**src/rtl/lane_permute_reg_if.sv**
```systemverilog
// Stream bundle for lane_permute_reg.
// Input side: in_valid/in_ready/in_data plus per-beat mode and rot_amt.
// Output side: out_valid/out_ready/out_data plus out_mode and the xfer_cnt transfer counter.
// The slave modport is the permute stage. The master modport is whoever drives its inputs.
interface lane_permute_reg_if #(
  parameter int LANES = 4,
  parameter int W     = 8,
  parameter int CNT_W = 16
);
  localparam int RW = ($clog2(LANES) > 1) ? $clog2(LANES) : 1;

  logic                 in_valid;
  logic                 in_ready;
  logic [LANES*W-1:0]   in_data;
  logic [1:0]           mode;
  logic [RW-1:0]        rot_amt;
  logic                 out_valid;
  logic                 out_ready;
  logic [LANES*W-1:0]   out_data;
  logic [1:0]           out_mode;
  logic [CNT_W-1:0]     xfer_cnt;

  modport master (
    output in_valid, in_data, mode, rot_amt, out_ready,
    input  in_ready, out_valid, out_data, out_mode, xfer_cnt
  );

  modport slave (
    input  in_valid, in_data, mode, rot_amt, out_ready,
    output in_ready, out_valid, out_data, out_mode, xfer_cnt
  );
endinterface

```
**src/rtl/lane_permute_reg.sv**
```systemverilog
// Registered lane-permutation stage with a 2-entry skid buffer.
// Each accepted beat is permuted according to its mode and then stored already permuted:
//   0 = pass, 1 = reverse, 2 = rotate by rot_amt mod LANES, 3 = pair-swap.
//   With pair-swap and an odd LANES, the last lane passes through unchanged.
// Ports:
//   clk   - rising-edge clock.
//   reset - asynchronous, active-high reset.
//   bus   - lane_permute_reg_if.slave, carrying the in_*, out_*, mode, rot_amt and xfer_cnt signals.
// in_ready comes straight from a flop, so it does not depend combinationally on any input.
module lane_permute_reg #(
  parameter int LANES = 4,
  parameter int W     = 8,
  parameter int CNT_W = 16
) (
  input  logic                 clk,
  input  logic                 reset,
  lane_permute_reg_if.slave    bus
);
  localparam int unsigned NL = LANES;

  typedef enum logic [1:0] {
    MODE_PASS = 2'd0,
    MODE_REV  = 2'd1,
    MODE_ROT  = 2'd2,
    MODE_SWAP = 2'd3
  } mode_e;

  // Occupancy states:
  //   S_EMPTY - nothing held.
  //   S_FULL  - the output register holds a beat.
  //   S_SKID  - the output register and the skid register both hold a beat.
  typedef enum logic [1:0] {
    S_EMPTY = 2'd0,
    S_FULL  = 2'd1,
    S_SKID  = 2'd2
  } state_e;

  state_e               state, state_n;
  logic [LANES*W-1:0]   perm;
  logic [LANES*W-1:0]   out_data_q, skid_data_q;
  logic [1:0]           out_mode_q, skid_mode_q;
  logic [CNT_W-1:0]     cnt_q;
  logic                 in_ready_q;
  logic                 accept, drain;
  logic                 load_in, load_skid, load_from_skid;

  always_comb begin : permute
    int unsigned src;
    perm = '0;
    for (int unsigned i = 0; i < NL; i++) begin
      src = i;
      case (mode_e'(bus.mode))
        MODE_REV:  src = NL - 1 - i;
        MODE_ROT:  src = (i + 32'(bus.rot_amt)) % NL;
        MODE_SWAP: begin
          if (i[0] == 1'b0) src = (i + 1 < NL) ? i + 1 : i;
          else              src = i - 1;
        end
        default:   src = i;
      endcase
      perm[i*W +: W] = bus.in_data[src*W +: W];
    end
  end

  assign accept = bus.in_valid & in_ready_q;
  assign drain  = (state != S_EMPTY) & bus.out_ready;

  // No case below needs to handle an accept in S_SKID: in_ready_q is already low there.
  always_comb begin : next_state
    state_n        = state;
    load_in        = 1'b0;
    load_skid      = 1'b0;
    load_from_skid = 1'b0;
    case (state)
      S_EMPTY: begin
        if (accept) begin
          state_n = S_FULL;
          load_in = 1'b1;
        end
      end
      S_FULL: begin
        if (accept && !drain) begin
          state_n   = S_SKID;
          load_skid = 1'b1;
        end else if (accept) begin
          load_in = 1'b1;
        end else if (drain) begin
          state_n = S_EMPTY;
        end
      end
      S_SKID: begin
        if (drain) begin
          state_n        = S_FULL;
          load_from_skid = 1'b1;
        end
      end
      default: state_n = S_EMPTY;
    endcase
  end

  always_ff @(posedge clk or posedge reset) begin
    if (reset) begin
      state      <= S_EMPTY;
      in_ready_q <= 1'b1;
    end else begin
      state      <= state_n;
      in_ready_q <= (state_n != S_SKID);
    end
  end

  always_ff @(posedge clk or posedge reset) begin
    if (reset) begin
      out_data_q  <= '0;
      out_mode_q  <= '0;
      skid_data_q <= '0;
      skid_mode_q <= '0;
      cnt_q       <= '0;
    end else begin
      if (load_in) begin
        out_data_q <= perm;
        out_mode_q <= bus.mode;
      end else if (load_from_skid) begin
        out_data_q <= skid_data_q;
        out_mode_q <= skid_mode_q;
      end
      if (load_skid) begin
        skid_data_q <= perm;
        skid_mode_q <= bus.mode;
      end
      if (drain) cnt_q <= cnt_q + CNT_W'(1);
    end
  end

  assign bus.in_ready  = in_ready_q;
  assign bus.out_valid = (state != S_EMPTY);
  assign bus.out_data  = out_data_q;
  assign bus.out_mode  = out_mode_q;
  assign bus.xfer_cnt  = cnt_q;
endmodule

```
**src/flat_wrapper.sv**
```systemverilog
// flat-port wrapper written by rule: the top's interface ports become plain ports
module lane_permute_reg_flat 
#(
  parameter int LANES = 4,
  parameter int W     = 8,
  parameter int CNT_W = 16
)
  (clk, reset, bus_in_valid, bus_in_data, bus_mode, bus_rot_amt, bus_out_ready, bus_in_ready, bus_out_valid, bus_out_data, bus_out_mode, bus_xfer_cnt);
  lane_permute_reg_if #(.LANES(LANES), .W(W), .CNT_W(CNT_W)) bus_i ();
  input  logic clk;
  input  logic reset;
  input wire logic [$bits(bus_i.in_valid)-1:0] bus_in_valid;
  input wire logic [$bits(bus_i.in_data)-1:0] bus_in_data;
  input wire logic [$bits(bus_i.mode)-1:0] bus_mode;
  input wire logic [$bits(bus_i.rot_amt)-1:0] bus_rot_amt;
  input wire logic [$bits(bus_i.out_ready)-1:0] bus_out_ready;
  output wire logic [$bits(bus_i.in_ready)-1:0] bus_in_ready;
  output wire logic [$bits(bus_i.out_valid)-1:0] bus_out_valid;
  output wire logic [$bits(bus_i.out_data)-1:0] bus_out_data;
  output wire logic [$bits(bus_i.out_mode)-1:0] bus_out_mode;
  output wire logic [$bits(bus_i.xfer_cnt)-1:0] bus_xfer_cnt;
  assign bus_i.in_valid = bus_in_valid;
  assign bus_i.in_data = bus_in_data;
  assign bus_i.mode = bus_mode;
  assign bus_i.rot_amt = bus_rot_amt;
  assign bus_i.out_ready = bus_out_ready;
  assign bus_in_ready = bus_i.in_ready;
  assign bus_out_valid = bus_i.out_valid;
  assign bus_out_data = bus_i.out_data;
  assign bus_out_mode = bus_i.out_mode;
  assign bus_xfer_cnt = bus_i.xfer_cnt;
  lane_permute_reg #(.LANES(LANES), .W(W), .CNT_W(CNT_W)) u_core (.clk(clk), .reset(reset), .bus(bus_i));
endmodule
```
**config.mk**
```make
export PLATFORM = sky130hd
export DESIGN_NAME = lane_permute_reg_flat
export DESIGN_NICKNAME = d
export VERILOG_FILES = /design/src/rtl/lane_permute_reg_if.sv /design/src/rtl/lane_permute_reg.sv /design/src/flat_wrapper.sv
export SDC_FILE = /design/constraint.sdc
export NUM_CORES = 1
export LEC_CHECK = 0
export ABC_AREA = 1
export CORE_MARGIN = 5
export CORE_UTILIZATION = 40
export CTS_CLUSTER_DIAMETER = 150
export DETAILED_ROUTE_END_ITERATION = 10
export PLACE_DENSITY = 0.74
export SETUP_SLACK_MARGIN = 0.3
export SYNTH_ARGS = -nofsm -noshare
export SYNTH_HDL_FRONTEND = slang
export SYNTH_SLANG_ARGS = --single-unit
```
**constraint.sdc**
```tcl
create_clock -name clk -period 6.7 [get_ports clk]
set_input_delay 1.34 -clock clk [delete_from_list [all_inputs] [get_ports clk]]
set_output_delay 1.34 -clock clk [all_outputs]
set_load 0.01 [all_outputs]
```
---- Word level (Yosys, flattened, before mapping) ----
Cells that the tools add are included.
storage, ports and cells
  bits of input ports ..................... 40
  output and inout port bits .............. 52
  flip-flop bits (word level) ............. 87
cells by class
  reductions and logical operators ........ 5
  multiplexer cells ....................... 21
  bitwise operators ....................... 2
  $add $sub $neg .......................... 4
  eq/ne operators ......................... 6
  shift-type cells ........................ 4
operator list
  kind                     number
  $shiftx A32 B6 Y8        4
  $mux W32                 2
  $pmux W2 S3              5
  $add A16 B1 Y16 const B  1
  $mux W2                  7
  $eq A2 B2 Y1 const B     3
  $mux W1                  6
  $add A2 B2 Y2 const A    2
  $eq A2 B1 Y1 const B     2
  $reduce_bool A2 Y1       2
  $add A1 B2 Y2 const A    1
  $and A1 B1 Y1            2
  $logic_not A2 Y1         1
  $ne A2 B2 Y1 const B     1
  $pmux W1 S2              1
  $logic_and A1 B1 Y1      1
  $logic_not A1 Y1         1

---- Depth between registers and ports, before layout ----
Gate-level depths: netlist of the first run.
  depth in word-level cells ............... 7
  mapped depth ............................ 10
  mapped depth without buffers ............ 9

---- Worst setup path after synthesis of the first run ----
No wires, ideal clock.
  path type ............................... input port to flip-flop
  from .................................... input bus_mode[1]
  to ...................................... register u_core.skid_data_q[10]
  required time ........................... 6,570 ps
  slack ................................... 4,407 ps
  stages on the path ...................... 7
  arrival time ............................ 2,163 ps
  cell sequence ........................... nand2_1 nand2_1 buf_2 o21ai_0 nand3_1 nand3_1 o21ai_0
on the way
  word-level cells in the longest chain between the ends .. 3
  elaborated cells between the ends (all ways) .. 5
  those cells by class .................... eq/ne (3); shift (1); mux (1)
RTL lines
  what                                                 RTL line                 RTL
  start: declaration                                   flat_wrapper.sv:14       input wire logic [$bits(bus_i.mode)-1:0] bus_mode;
  $eq A2 B2 Y1 / $eq A2 B1 Y1 (equally long branches)  lane_permute_reg.sv:52   case (mode_e'(bus.mode))
  $pmux W2 S3 (*)                                      lane_permute_reg.sv:52
  $shiftx A32 B6 Y8 (*)                                lane_permute_reg.sv:61   perm[i*W +: W] = bus.in_data[src*W +: W];
  end signal: assignment                               lane_permute_reg.sv:127  skid_data_q <= perm;
  end: declaration                                     lane_permute_reg.sv:40   logic [LANES*W-1:0] out_data_q, skid_data_q;
Mark *: on every way between the ends. The rest lies on a longest branch, timed or not.
A chain may end at the register's enable or synchronous reset.

---- Final worst setup path of the first run ----
Ends and elaborated chain as after synthesis.

==> impl_metrics.csv, run 1 <==
group,metric,value,unit
cells_and_area,drive_gt1_frac,0.0398,
sta,max_slew_margin,0.219,
sta,finalCritPeriodShare,0.610,
floorplanning,fp.dieH,121,µm
run,drv_cap,0,
sta,fin_skew,10.5,ps
placement,placed_area,0.00583,mm²
cells_and_area,final-instance-count-excl-fill,925,
placement,gp_congestion,0.903,
floorplanning,start_util,0.407,
setup_path,crit_fanout,34,
placement,place_inst,910,
synthesis,synth-compound-area-share,0.0601,
floorplanning,ioPinCount,92,
synthesis,synthFlopType,"dfrtp_1",
detailed_routing,wl_per_cell,14.2,µm
placement,port_buffers,91,
setup_path,reg2reg_from,"u_core.state[1]",
synthesis,ys_ff_latch,87,
global_routing,grt.overflow.total,0,
power_and_ir_drop,p_leak,3.10,nW
synthesis,synthArstFlopShare,1.00,
clocking,cts.repair.resized,0,
setup_path,worst_r2r_endpoint,"u_core.bus.out_data[12]",
synthesis,synth_area,0.00489,mm²
synthesis,ys_warn_count,0,
worst_hold_path,worstHoldStart,"u_core.bus.out_data[15]",
synthesis,postSynthNetCount,744,
floorplanning,dieWidth,121,µm
setup_path,crit_required,6900,ps
clocking,cts.sinks,87,
sta,rsz0062_at_grt,"false",
detailed_routing,via_per_inst,5.13,
setup_path,critical-path-top-delay-family,"simple AND/OR/NAND/NOR gates",
cells_and_area,seq_area,0.00218,mm²
global_routing,track_usage,0.186,
detailed_routing,ant_nets,0,
run_status,outcome,"completed",
clocking,cts_tree,"done",
sta,setup_ws,2620,ps
cells_and_area,fillers,1175,
detailed_routing,vias,4746,
synthesis,synth-adder-area-share,0.00256,
synthesis,synthXorXnorAreaFrac,0.0161,
placement,dpl_worst_slack,2390,ps
synthesis,synth_edf_count,0,
global_routing,grt_pass1_vias,4460,
sta,tightest_slew,1170,ps
setup_path,worst_path_max_delay_cell,"nand2_1",
synthesis,synth_cells,703,
sta,fmax,0.245,GHz
placement,hpwl,9.30,mm
detailed_routing,drc_errors,0,
detailed_routing,drtIter0Drc,401,
cells_and_area,final_common_cell,"nand2_1",
cells_and_area,fin_area,0.00613,mm²
sta,hold_ws,474,ps
sta,final.setup.tns,0,ps
cells_and_area,final_cell_mix,"281 x nand2_1, 115 x nand3_1, 91 x clkdlybuf4s50_1",
setup_path,cp_data_arrival_time,4280,ps
setup_path,cp_cell_sequence,"clkdlybuf4s50_1, nand2_1, nand2_1, o21ai_0, nand3_1, nand3_1, o21ai_0",
clocking,clk_latency,350,ps
synthesis,syn_area_per_cell,6.96,µm²
sta,finalHoldViolCount,0,
sta,setup_violations,0,
floorplanning,rows,40,
floorplanning,core-area,0.0120,mm²
cells_and_area,syn_to_final_growth,25.4,%
sta,drv_slew,0,
cells_and_area,antennaDiodeCount,0,
clocking,htreeDepth,3,
setup_path,cp-startpoint,"bus_mode[1]",
worst_hold_path,whs_endpoint,"u_core.bus.out_data[15]",
synthesis,synth_top_family_by_area,"simple AND/OR/NAND/NOR gates",
global_routing,grt_max_degree,58,
synthesis,synth_mux_area_frac,0,
detailed_routing,first_pass_iters,5,
floorplanning,die-area,0.0145,mm²
clocking,path_clk_slew,60,ps
clocking,hold_buffers,0,
setup_path,slowest_delay,890,ps
detailed_routing,wl,13.1,mm
setup_path,r2r_slack,4140,ps
synthesis,yosys.cell_types.count,23,
clocking,cts_buffer_depth,2,
setup_path,cp-end-kind,"register",
power_and_ir_drop,peakVddDrop,172,µV
synthesis,synth-simple-area-share,0.386,
setup_path,critPathBufInv,1,
worst_hold_path,hold_path_class,"register to register",
clocking,cts_buffers,9,
power_and_ir_drop,p_per_area,382,mW/mm²
cells_and_area,multiInputGateArea,0.00227,mm²
global_routing,grt_first_pass_wirelength,21.7,mm
worst_hold_path,holdPathStages,2,
sta,finalCriticalPeriod,4080,ps
global_routing,antenna_found_initial,0,
cells_and_area,nets,815,
setup_path,critPathLaunchType,"input port",
setup_path,path_class,"input port to register",
synthesis,yosysSeqAreaShare,0.445,
clocking,cts_root_buf,"clkbuf_16",
setup_path,rr_worst_depth,5,
clocking,cts_setup_buffers,0,
stage by stage:
stage | power (W) | util
3_3_place_gp | 0.00182 | 0.486
3_5_place_dp | 0.00184 | 0.486
5_1_grt | 0.00252 | 0.511
6_report | 0.00234 | 0.511
4_1_cts | 0.00236 | 0.511
2_1_floorplan | 0.00143 | -
registers in the layout (all words and copies together), names as in the netlist:
register	cells
u_core.bus.xfer_cnt	16
u_core.state	2
u_core.skid_mode_q	2
u_core.bus.in_ready	1
u_core.bus.out_mode	2
u_core.skid_data_q	32
u_core.bus.out_data	32
power breakdown:
group	internal, W	total, W	switching (W)
registers	0.000754	0.000871	0.000116
logic	0.000425	0.000957	0.000532
clock network	0.000307	0.000514	0.000207
total	0.00149	0.00234	0.000856
metal layers:
| layer | share of wire | vias up | track usage |
|---|---|---|---|
| met2 | 0.44 | 165 | 0.277 |
| met4 | 0.010 | 0 | 0.0538 |
| li1 | - | 2359 | - |
| met5 | 0 | - | 0 |
| met1 | 0.48 | 2211 | 0.267 |
| met3 | 0.072 | 11 | 0.0477 |
synthesized netlist by cell type, types with 5 or more instances:
master / n / area share
inv_2: 6 / 0.0046
nand3_1: 115 / 0.12
xor2_1: 6 / 0.011
nand2_1: 281 / 0.22
nand3b_1: 12 / 0.018
buf_2: 11 / 0.011
buf_4: 7 / 0.011
nor2_1: 19 / 0.015
o21ai_0: 50 / 0.051
o21ai_1: 7 / 0.0072
dfrtp_1: 86 / 0.44
clkbuf_1: 14 / 0.011
nand2_2: 5 / 0.0064
inv_1: 68 / 0.052
tightest hold or removal path, delay by kind of cell, from the launching register on:
| kind | cells | cell delay, ps |
|---|---|---|
| flops | 1 | 340 |
| simple gates | 2 | 100 |
kinds of logic (layout without fill, tap and decap cells):
| family | after synthesis | after routing |
|---|---|---|
| buffers and inverters | 107 | 182 |
| flip-flops | 87 | 87 |
| XOR/XNOR | 9 | 9 |
| AND/OR/NAND/NOR | 441 | 441 |
| AO/OA/AOI/OAI | 58 | 58 |
| adder cells (fa/ha/maj) | 1 | 1 |
worst max path at each step:
stage / end / slack (ps) / cells after the start
global placement: u_core.skid_data_q[10] / 2410 / 7
global route: u_core.skid_data_q[10] / 2310 / 7
floorplan: u_core.bus.out_data[0] / 3110 / 1
CTS: u_core.skid_data_q[10] / 2750 / 7
detailed placement: u_core.skid_data_q[10] / 2390 / 7
finish: u_core.skid_data_q[10] / 2620 / 7
layout make-up:
type | instances | share of cell area
Timing Repair Buffer | 92 | 0.150
Clock inverter | 3 | 0.00694
Multi-Input combinational cell | 509 | 0.370
Clock buffer | 12 | 0.0418
Inverter | 75 | 0.0461
Tap cell | 147 | 0.0300
Sequential cell | 87 | 0.355
Power figures use the tool's default switching activity.
==> inputs of run 2 (changes only) <==
PLACE_DENSITY = 0.76   (was 0.74)
clock period = 3.5 ns   (was 6.7 ns; I/O delays follow)
==> impl_metrics.csv, run 2 (synthesis gave the netlist of run 1 again) <==
group,metric,value,unit
clocking,cts_tree,"done",
setup_path,path_class,"input port to register",
sta,fin_skew,5.92,ps
sta,final.setup.tns,0,ps
clocking,cts_buffer_depth,2,
sta,drv_slew,0,
setup_path,reg2reg_from,"u_core.state[0]",
setup_path,cp-end-kind,"register",
cells_and_area,final_common_cell,"nand2_1",
global_routing,grt.overflow.total,0,
detailed_routing,via_per_inst,5.12,
placement,port_buffers,91,
cells_and_area,final_cell_mix,"281 x nand2_1, 115 x nand3_1, 91 x clkdlybuf4s50_1",
power_and_ir_drop,p_total,0.00465,W
sta,tightest_slew,768,ps
floorplanning,fp.dieH,121,µm
power_and_ir_drop,peakVddDrop,453,µV
sta,finalCritPeriodShare,0.672,
floorplanning,die-area,0.0145,mm²
clocking,cts_root_buf,"clkbuf_16",
power_and_ir_drop,clockPowerShare,0.238,
detailed_routing,first_pass_iters,5,
worst_hold_path,worstHoldStart,"u_core.bus.out_data[25]",
clocking,hold_buffers,0,
cells_and_area,antennaDiodeCount,0,
sta,setup_violations,0,
power_and_ir_drop,switchingPower,0.00166,W
floorplanning,ioPinCount,92,
detailed_routing,vias,4781,
detailed_routing,wl_per_cell,14.2,µm
sta,rsz0062_at_grt,"false",
setup_path,cp-startpoint,"bus_mode[1]",
floorplanning,core-area,0.0120,mm²
setup_path,crit_required,3700,ps
global_routing,grt_first_pass_wirelength,22.3,mm
cells_and_area,nets,822,
global_routing,antenna_found_initial,0,
placement,hpwl,9.39,mm
sta,finalCriticalPeriod,2350,ps
cells_and_area,finish.utilization,0.519,
sta,finalHoldViolCount,0,
global_routing,grt_max_degree,88,
detailed_routing,wl,13.3,mm
clocking,cts_setup_buffers,0,
worst_hold_path,hold_path_class,"register to register",
global_routing,grt_pass1_vias,4516,
detailed_routing,drc_errors,0,
clocking,cts_buffers,9,
power_and_ir_drop,sw_frac_of_total,0.356,
clocking,cts.sinks,87,
setup_path,cp_data_arrival_time,2550,ps
floorplanning,dieWidth,121,µm
power_and_ir_drop,p_comb_frac,0.399,
placement,gp_congestion,0.910,
power_and_ir_drop,power_frac_seq,0.363,
setup_path,crit_fanout,19,
run_status,outcome,"completed",
sta,fmax,0.425,GHz
detailed_routing,drtIter0Drc,484,
detailed_routing,ant_nets,0,
cells_and_area,drive_gt1_frac,0.0471,
setup_path,critPathLaunchType,"input port",
cells_and_area,final-instance-count-excl-fill,933,
run,drv_cap,0,
cells_and_area,syn_to_final_growth,27.6,%
placement,place_inst,917,
sta,max_slew_margin,0.488,
clocking,cts.repair.resized,0,
clocking,clk_latency,340,ps
clocking,path_clk_slew,60,ps
power_and_ir_drop,p_per_area,745,mW/mm²
floorplanning,rows,40,
power_and_ir_drop,p_int,0.00299,W
clocking,htreeDepth,3,
power_and_ir_drop,p_leak,3.16,nW
global_routing,track_usage,0.192,
floorplanning,start_util,0.407,
cells_and_area,fin_area,0.00624,mm²
placement,placed_area,0.00590,mm²
run 2: critical path, cell delays in order:
cell and delay (ps):
clkdlybuf4s50_1 460, nand2_1 110, nand2_1 330, o21ai_0 590, nand3_1 170, nand3_1 100, o21ai_0 80
run 2: worst paths after layout:
kind                                                 to  slack (ps)  depth (start not counted)
worst max-delay path             u_core.skid_data_q[10]        1150                          7
worst min-delay path            u_core.bus.out_data[25]         480                          2
worst max register to register    u_core.skid_data_q[1]        1460                          8
worst min register to register  u_core.bus.out_data[25]         480                          2
max in group asynchronous           u_core.bus.in_ready        2340                          3
min in group asynchronous       u_core.bus.xfer_cnt[12]         780                          3
run 2: layout make-up:
| cell class | count | area [µm²] |
|---|---|---|
| Inverter | 75 | 283 |
| Sequential cell | 87 | 2180 |
| Clock buffer | 13 | 250 |
| Fill cell | 1161 | 5770 |
| Clock inverter | 3 | 90.1 |
| Multi-Input combinational cell | 509 | 2270 |
| Timing Repair Buffer | 99 | 983 |
| Tap cell | 147 | 184 |
run 2: metal layers:
metal,GRT usage,share of wire,vias to the layer above
met1,0.273,0.45,2168
met5,0,0,-
met3,0.0482,0.083,19
met2,0.294,0.45,219
li1,-,-,2375
met4,0.0446,0.015,0
run 2: through the flow:
step	hold slack (ps)	worst slack, ps
after floorplan	449	551
after global placement	464	824
after detailed placement	466	802
after CTS	486	1160
after global routing	500	977
final	479	1150
run 2: power groups by stage:
stage / combinational, W / sequential [W] / clock (W)
CTS: 0.00188 / 0.00169 / 0.00113
global placement: 0.00184 / 0.00169 / 0
detailed placement: 0.00187 / 0.00170 / 0
finish: 0.00186 / 0.00169 / 0.00111
floorplan: 0.000972 / 0.00176 / 0
global route: 0.00209 / 0.00175 / 0.00117
==> inputs of run 3 (changes only) <==
PLACE_DENSITY = 0.74   (was 0.76)
clock period = 2.4 ns   (was 3.5 ns; I/O delays follow)
==> impl_metrics.csv, run 3 (synthesis gave the netlist of run 1 again) <==
group,metric,value,unit
power_and_ir_drop,p_per_area,1060,mW/mm²
cells_and_area,syn_to_final_growth,29.5,%
detailed_routing,wirelength_met1,6.50,mm
power_and_ir_drop,peakVddDrop,503,µV
global_routing,track_usage,0.199,
run,drv_cap,0,
placement,gp_congestion,0.909,
placement,hpwl,9.90,mm
detailed_routing,drtIter0Drc,431,
clocking,cts_setup_buffers,0,
run_status,outcome,"completed",
cells_and_area,final-instance-count-excl-fill,947,
detailed_routing,first_pass_iters,5,
clocking,cts.sinks,87,
sta,tightest_slew,477,ps
floorplanning,dieWidth,121,µm
cells_and_area,fillers,1179,
floorplanning,start_util,0.407,
clocking,cts_root_buf,"clkbuf_16",
detailed_routing,drc_errors,0,
cells_and_area,final_common_cell,"nand2_1",
placement,dpl_worst_slack,240,ps
floorplanning,rows,40,
sta,fmax,0.509,GHz
floorplanning,ioPinCount,92,
clocking,cts_buffer_depth,2,
clocking,cts_tree,"done",
global_routing,antenna_found_initial,0,
cells_and_area,drive_gt1_frac,0.0663,
clocking,hold_buffers,0,
setup_path,path_class,"register to output pin",
floorplanning,die-area,0.0145,mm²
sta,rsz0062_at_grt,"false",
global_routing,grt_first_pass_wirelength,23.2,mm
sta,finalCritPeriodShare,0.819,
cells_and_area,nets,836,
sta,final.setup.tns,0,ps
setup_path,crit_required,1920,ps
detailed_routing,met3_length,971,µm
setup_path,cp-startpoint,"u_core.state[1]",
clocking,path_clk_slew,60,ps
setup_path,critPathLaunchType,"register",
global_routing,grt.overflow.total,0,
detailed_routing,ant_nets,0,
placement,place_inst,931,
worst_hold_path,hold_path_class,"register to register",
sta,setup_ws,435,ps
sta,drv_slew,0,
detailed_routing,wl_per_cell,14.6,µm
clocking,cts_buffers,9,
sta,max_slew_margin,0.682,
detailed_routing,met2_length,5.94,mm
sta,finalCriticalPeriod,1960,ps
detailed_routing,wl,13.8,mm
power_and_ir_drop,p_leak,3.20,nW
setup_path,cp_data_arrival_time,1480,ps
sta,setup_violations,0,
floorplanning,core-area,0.0120,mm²
placement,port_buffers,91,
clocking,clk_latency,350,ps
setup_path,crit_fanout,6,
worst_hold_path,worstHoldStart,"u_core.bus.out_data[15]",
setup_path,cp-end-kind,"output pin",
detailed_routing,dr.max_layer_used,"met4",
detailed_routing,via_per_inst,5.16,
floorplanning,fp.dieH,121,µm
detailed_routing,vias,4884,
clocking,cts.repair.resized,0,
sta,finalHoldViolCount,0,
global_routing,grt_max_degree,88,
sta,fin_skew,5.84,ps
setup_path,reg2reg_from,"u_core.state[0]",
cells_and_area,antennaDiodeCount,0,
global_routing,grt_pass1_vias,4724,
sta,hold_ws,482,ps
clocking,htreeDepth,3,
cells_and_area,final_cell_mix,"281 x nand2_1, 115 x nand3_1, 91 x clkdlybuf4s50_1",
run 3: cell types whose count changed in the layout (fill, tap and decap cells not counted):
cell	previous run	this run
clkinvlp_4	0	4
buf_4	7	19
buf_12	1	3
bufinv_16	3	1
clkbuf_1	3	1
run 3: area by class of cell:
cell class                 instances  area [µm²]  share of cell area
multi-input combinational        509        2270               0.359
tap                              147         184              0.0290
clock inverter                     5        57.6             0.00909
clock buffer                      11         243              0.0383
sequential                        87        2180               0.344
inverter                          75         285              0.0451
timing repair buffer             113        1110               0.176
run 3: report_power, final:
part	switching (W)	total [W]	internal (W)
Sequential	0.000357	0.00246	0.00211
Combinational	0.00152	0.00281	0.00129
Clock	0.000606	0.00144	0.000834
run 3: per-stage QoR:
step | utilization | area [µm²] | total power, W
2_1_floorplan | - | 4890 | 0.00398
3_3_place_gp | 0.502 | 6030 | 0.00523
3_5_place_dp | 0.502 | 6030 | 0.00531
4_1_cts | 0.527 | 6330 | 0.00678
5_1_grt | 0.527 | 6330 | 0.00722
6_report | 0.527 | 6330 | 0.00671
run 3: path summary, 6_finish.rpt:
kind	to	depth (start not counted)	slack, ps
worst min register to register	u_core.bus.out_data[15]	2	480
max in group asynchronous	u_core.bus.in_ready	3	1410
worst max register to register	u_core.bus.out_data[5]	10	790
worst max-delay path	bus_out_valid	3	440
worst min-delay path	u_core.bus.out_data[15]	2	480
min in group asynchronous	u_core.bus.xfer_cnt[4]	3	610
run 3: worst max-delay path, stage by stage (launching register included):
cell,delay (ps)
dfrtp_1,440
inv_2,60
nand2_2,100
clkdlybuf4s50_1,540
run 3: routing by layer:
layer  vias to the layer above  GRT usage
met1                      2242      0.282
met5                         -          0
met4                         0     0.0914
met2                       208      0.296
li1                       2406          -
met3                        28     0.0355
==> edit, RTL diff (flow settings as in run 2) <==
Remove the case item `MODE_ROT` of the case on `mode_e'(bus.mode)`.
--- a/src/rtl/lane_permute_reg.sv
+++ b/src/rtl/lane_permute_reg.sv
@@ -51,7 +51,6 @@
       src = i;
       case (mode_e'(bus.mode))
         MODE_REV:  src = NL - 1 - i;
-        MODE_ROT:  src = (i + 32'(bus.rot_amt)) % NL;
         MODE_SWAP: begin
           if (i[0] == 1'b0) src = (i + 1 < NL) ? i + 1 : i;
           else              src = i - 1;
Check against the original RTL: not equivalent (Yosys sat finds a counterexample within 4 cycles, from zero or initial values and one cycle with reset high).
==> edit against run 2 <==
  * Hold slack improved by 8.3 ps
  * Power decreased by 13%
  * First-iteration DRC count down 34%
  * Via count fell by 13%
  * Critical path depth grew 1
  * Worst setup slack worse by 67 ps
  * Sequential cell count is the same
  * Combinational power shrank 13%
  * Utilization grew 0.31 points
  * Wire length decreased by 14%
  * Design area down 9.6%
  * Area after synthesis shrank 10%
  * Non-clock buffer count unchanged
  * Critical path type unchanged
  * Critical endpoint is now u_core.bus.out_data[20]
  * Largest cell class is now sequential cells
  * Largest power group is now registers
==> edit: results (changes against run 2) <==
- The arrival time of the worst setup path is 2710 ps (+160 ps).
- The cell at the root of the clock tree is sky130_fd_sc_hd__clkbuf_8.
- The detailed placement HPWL was 8240 microns (-12%).
- The net count after synthesis came to 633 (-15%).
- The slew at the pin closest to its max-slew limit is 737 ps (-31.5 ps).
- The flow ran to the end, and the final reports show no timing, DRC or antenna violations.
- The post-route clock skew is 9.22 ps (+3.30 ps).
- The fraction of layout cells with a size suffix above 1 is 5.02% (+0.31 points).
- The number of H-tree levels was 3 (unchanged).
- The static leakage came to 0.00264 uW (-17%).
- The largest incremental delay on the critical path is 470 ps (-120 ps).
- The clock-pin slew of the registers on the worst-case setup and hold paths came to 80 ps (+20 ps).
- The number of nets at the end of the flow is 713 (-13%).
- The maximum VDD drop is 0.000241 V (-47%).
- The per-cell routed wire length is 14.0 microns (-1.4%).
- The global-route wire length before repair is 19100 microns (-14%).
- The switching part of the total is 35.6% (-0.058 points).
- The sequential share of the synthesized area is 49.5% (+4.9 points).
- The global-route total usage across every layer is 17.8% (-1.3 points).
- The initial antenna violation count is 0 (unchanged).
- The unique cell type count in the Yosys netlist is 24 (+4.3%).
- The detailed router's first-iteration violation count is 320 (-34%).
- On the critical path, the stage with the largest delay is an instance of sky130_fd_sc_hd__clkdlybuf4s50_1.
- The weighted congestion at the end of routability-driven global placement was 0.904 (-0.68%).
- The number of port buffers is 89 (-2.2%).
- The area of placed instances came to 5420 sq um (-8.1%).
- The maximum fanout along the worst path is 31 (+12).
- The detailed-route vias per instance was 5.10 (-0.54%).
- By area the synthesized netlist is led by sky130_fd_sc_hd__dfrtp_1 49%, sky130_fd_sc_hd__nand2_1 17%, sky130_fd_sc_hd__o21ai_0 11%, sky130_fd_sc_hd__inv_1 5.1%, sky130_fd_sc_hd__nor2_1 3.1%.
- Sorting the synthesized cells by how often they occur yields 194 x sky130_fd_sc_hd__nand2_1, 101 x sky130_fd_sc_hd__o21ai_0, 86 x sky130_fd_sc_hd__dfrtp_1.
- The via count of the first global-routing pass is 4074 (-9.8%).
- The largest net degree at the start of global routing came to 73 (-17%).
==> edit: final timing paths <==
check	slack, ps	start	to
setup / recovery	1080	bus_out_ready	u_core.bus.out_data[20]
hold / removal	490	u_core.bus.out_data[1]	u_core.bus.out_data[1]
setup reg to reg	1490	u_core.state[0]	u_core.bus.out_data[20]
hold reg to reg	490	u_core.bus.out_data[1]	u_core.bus.out_data[1]
max in group asynchronous	2230	reset	u_core.bus.out_data[27]
min in group asynchronous	610	reset	u_core.bus.xfer_cnt[12]
==> edit: critical path: cells and delay by family <==
kind | cells | cell delay (ps)
AND/OR/NAND/NOR | 5 | 990
buffers and inverters | 3 | 1010
==> edit: power by group through the flow <==
stage                     clock network (uW)  logic, uW  registers [uW]
after floorplan                            0        767            1750
after global placement                     0       1580            1660
after detailed placement                   0       1620            1680
after CTS                                784       1630            1670
after global routing                     833       1820            1720
final                                    770       1610            1670
==> edit: per-layer routing <==
| layer | global-route usage, % | vias to the layer above | routed length [microns] |
|---|---|---|---|
| met3 | 4.00 | 23 | 653 |
| li1 | - | 2039 | - |
| met2 | 29.2 | 138 | 5520 |
| met5 | 0 | - | 0 |
| met1 | 23.0 | 1964 | 5020 |
| met4 | 6.96 | 0 | 255 |
==> edit: stage by stage <==
stage / power (uW) / cells / setup WS (ps)
detailed placement: 3310 / 801 / 747
global route: 4370 / 817 / 848
CTS: 4090 / 817 / 1100
global placement: 3240 / 801 / 806
floorplan: 2520 / 592 / 551
finish: 4050 / 817 / 1080
==> edit: logic make-up (layout without fill, tap and decap cells) <==
family	after synthesis	after routing	synth area share, %
xor gates and xnor gates	11	11	2.19
adders and majority gates	1	1	0.284
and+or+nand+nor	262	262	23.4
AOI/OAI and AO/OA	138	138	16.0
buffers and inverters	93	178	8.64
DFF	87	87	49.5
==> edit: final cells by class <==
class | count | area (sq um)
Clock inverter | 6 | 83.8
Tap cell | 140 | 175
Timing Repair Buffer | 99 | 978
Fill cell | 1014 | 5150
Clock buffer | 10 | 138
Multi-Input combinational cell | 412 | 1850
Sequential cell | 87 | 2180
Inverter | 63 | 238
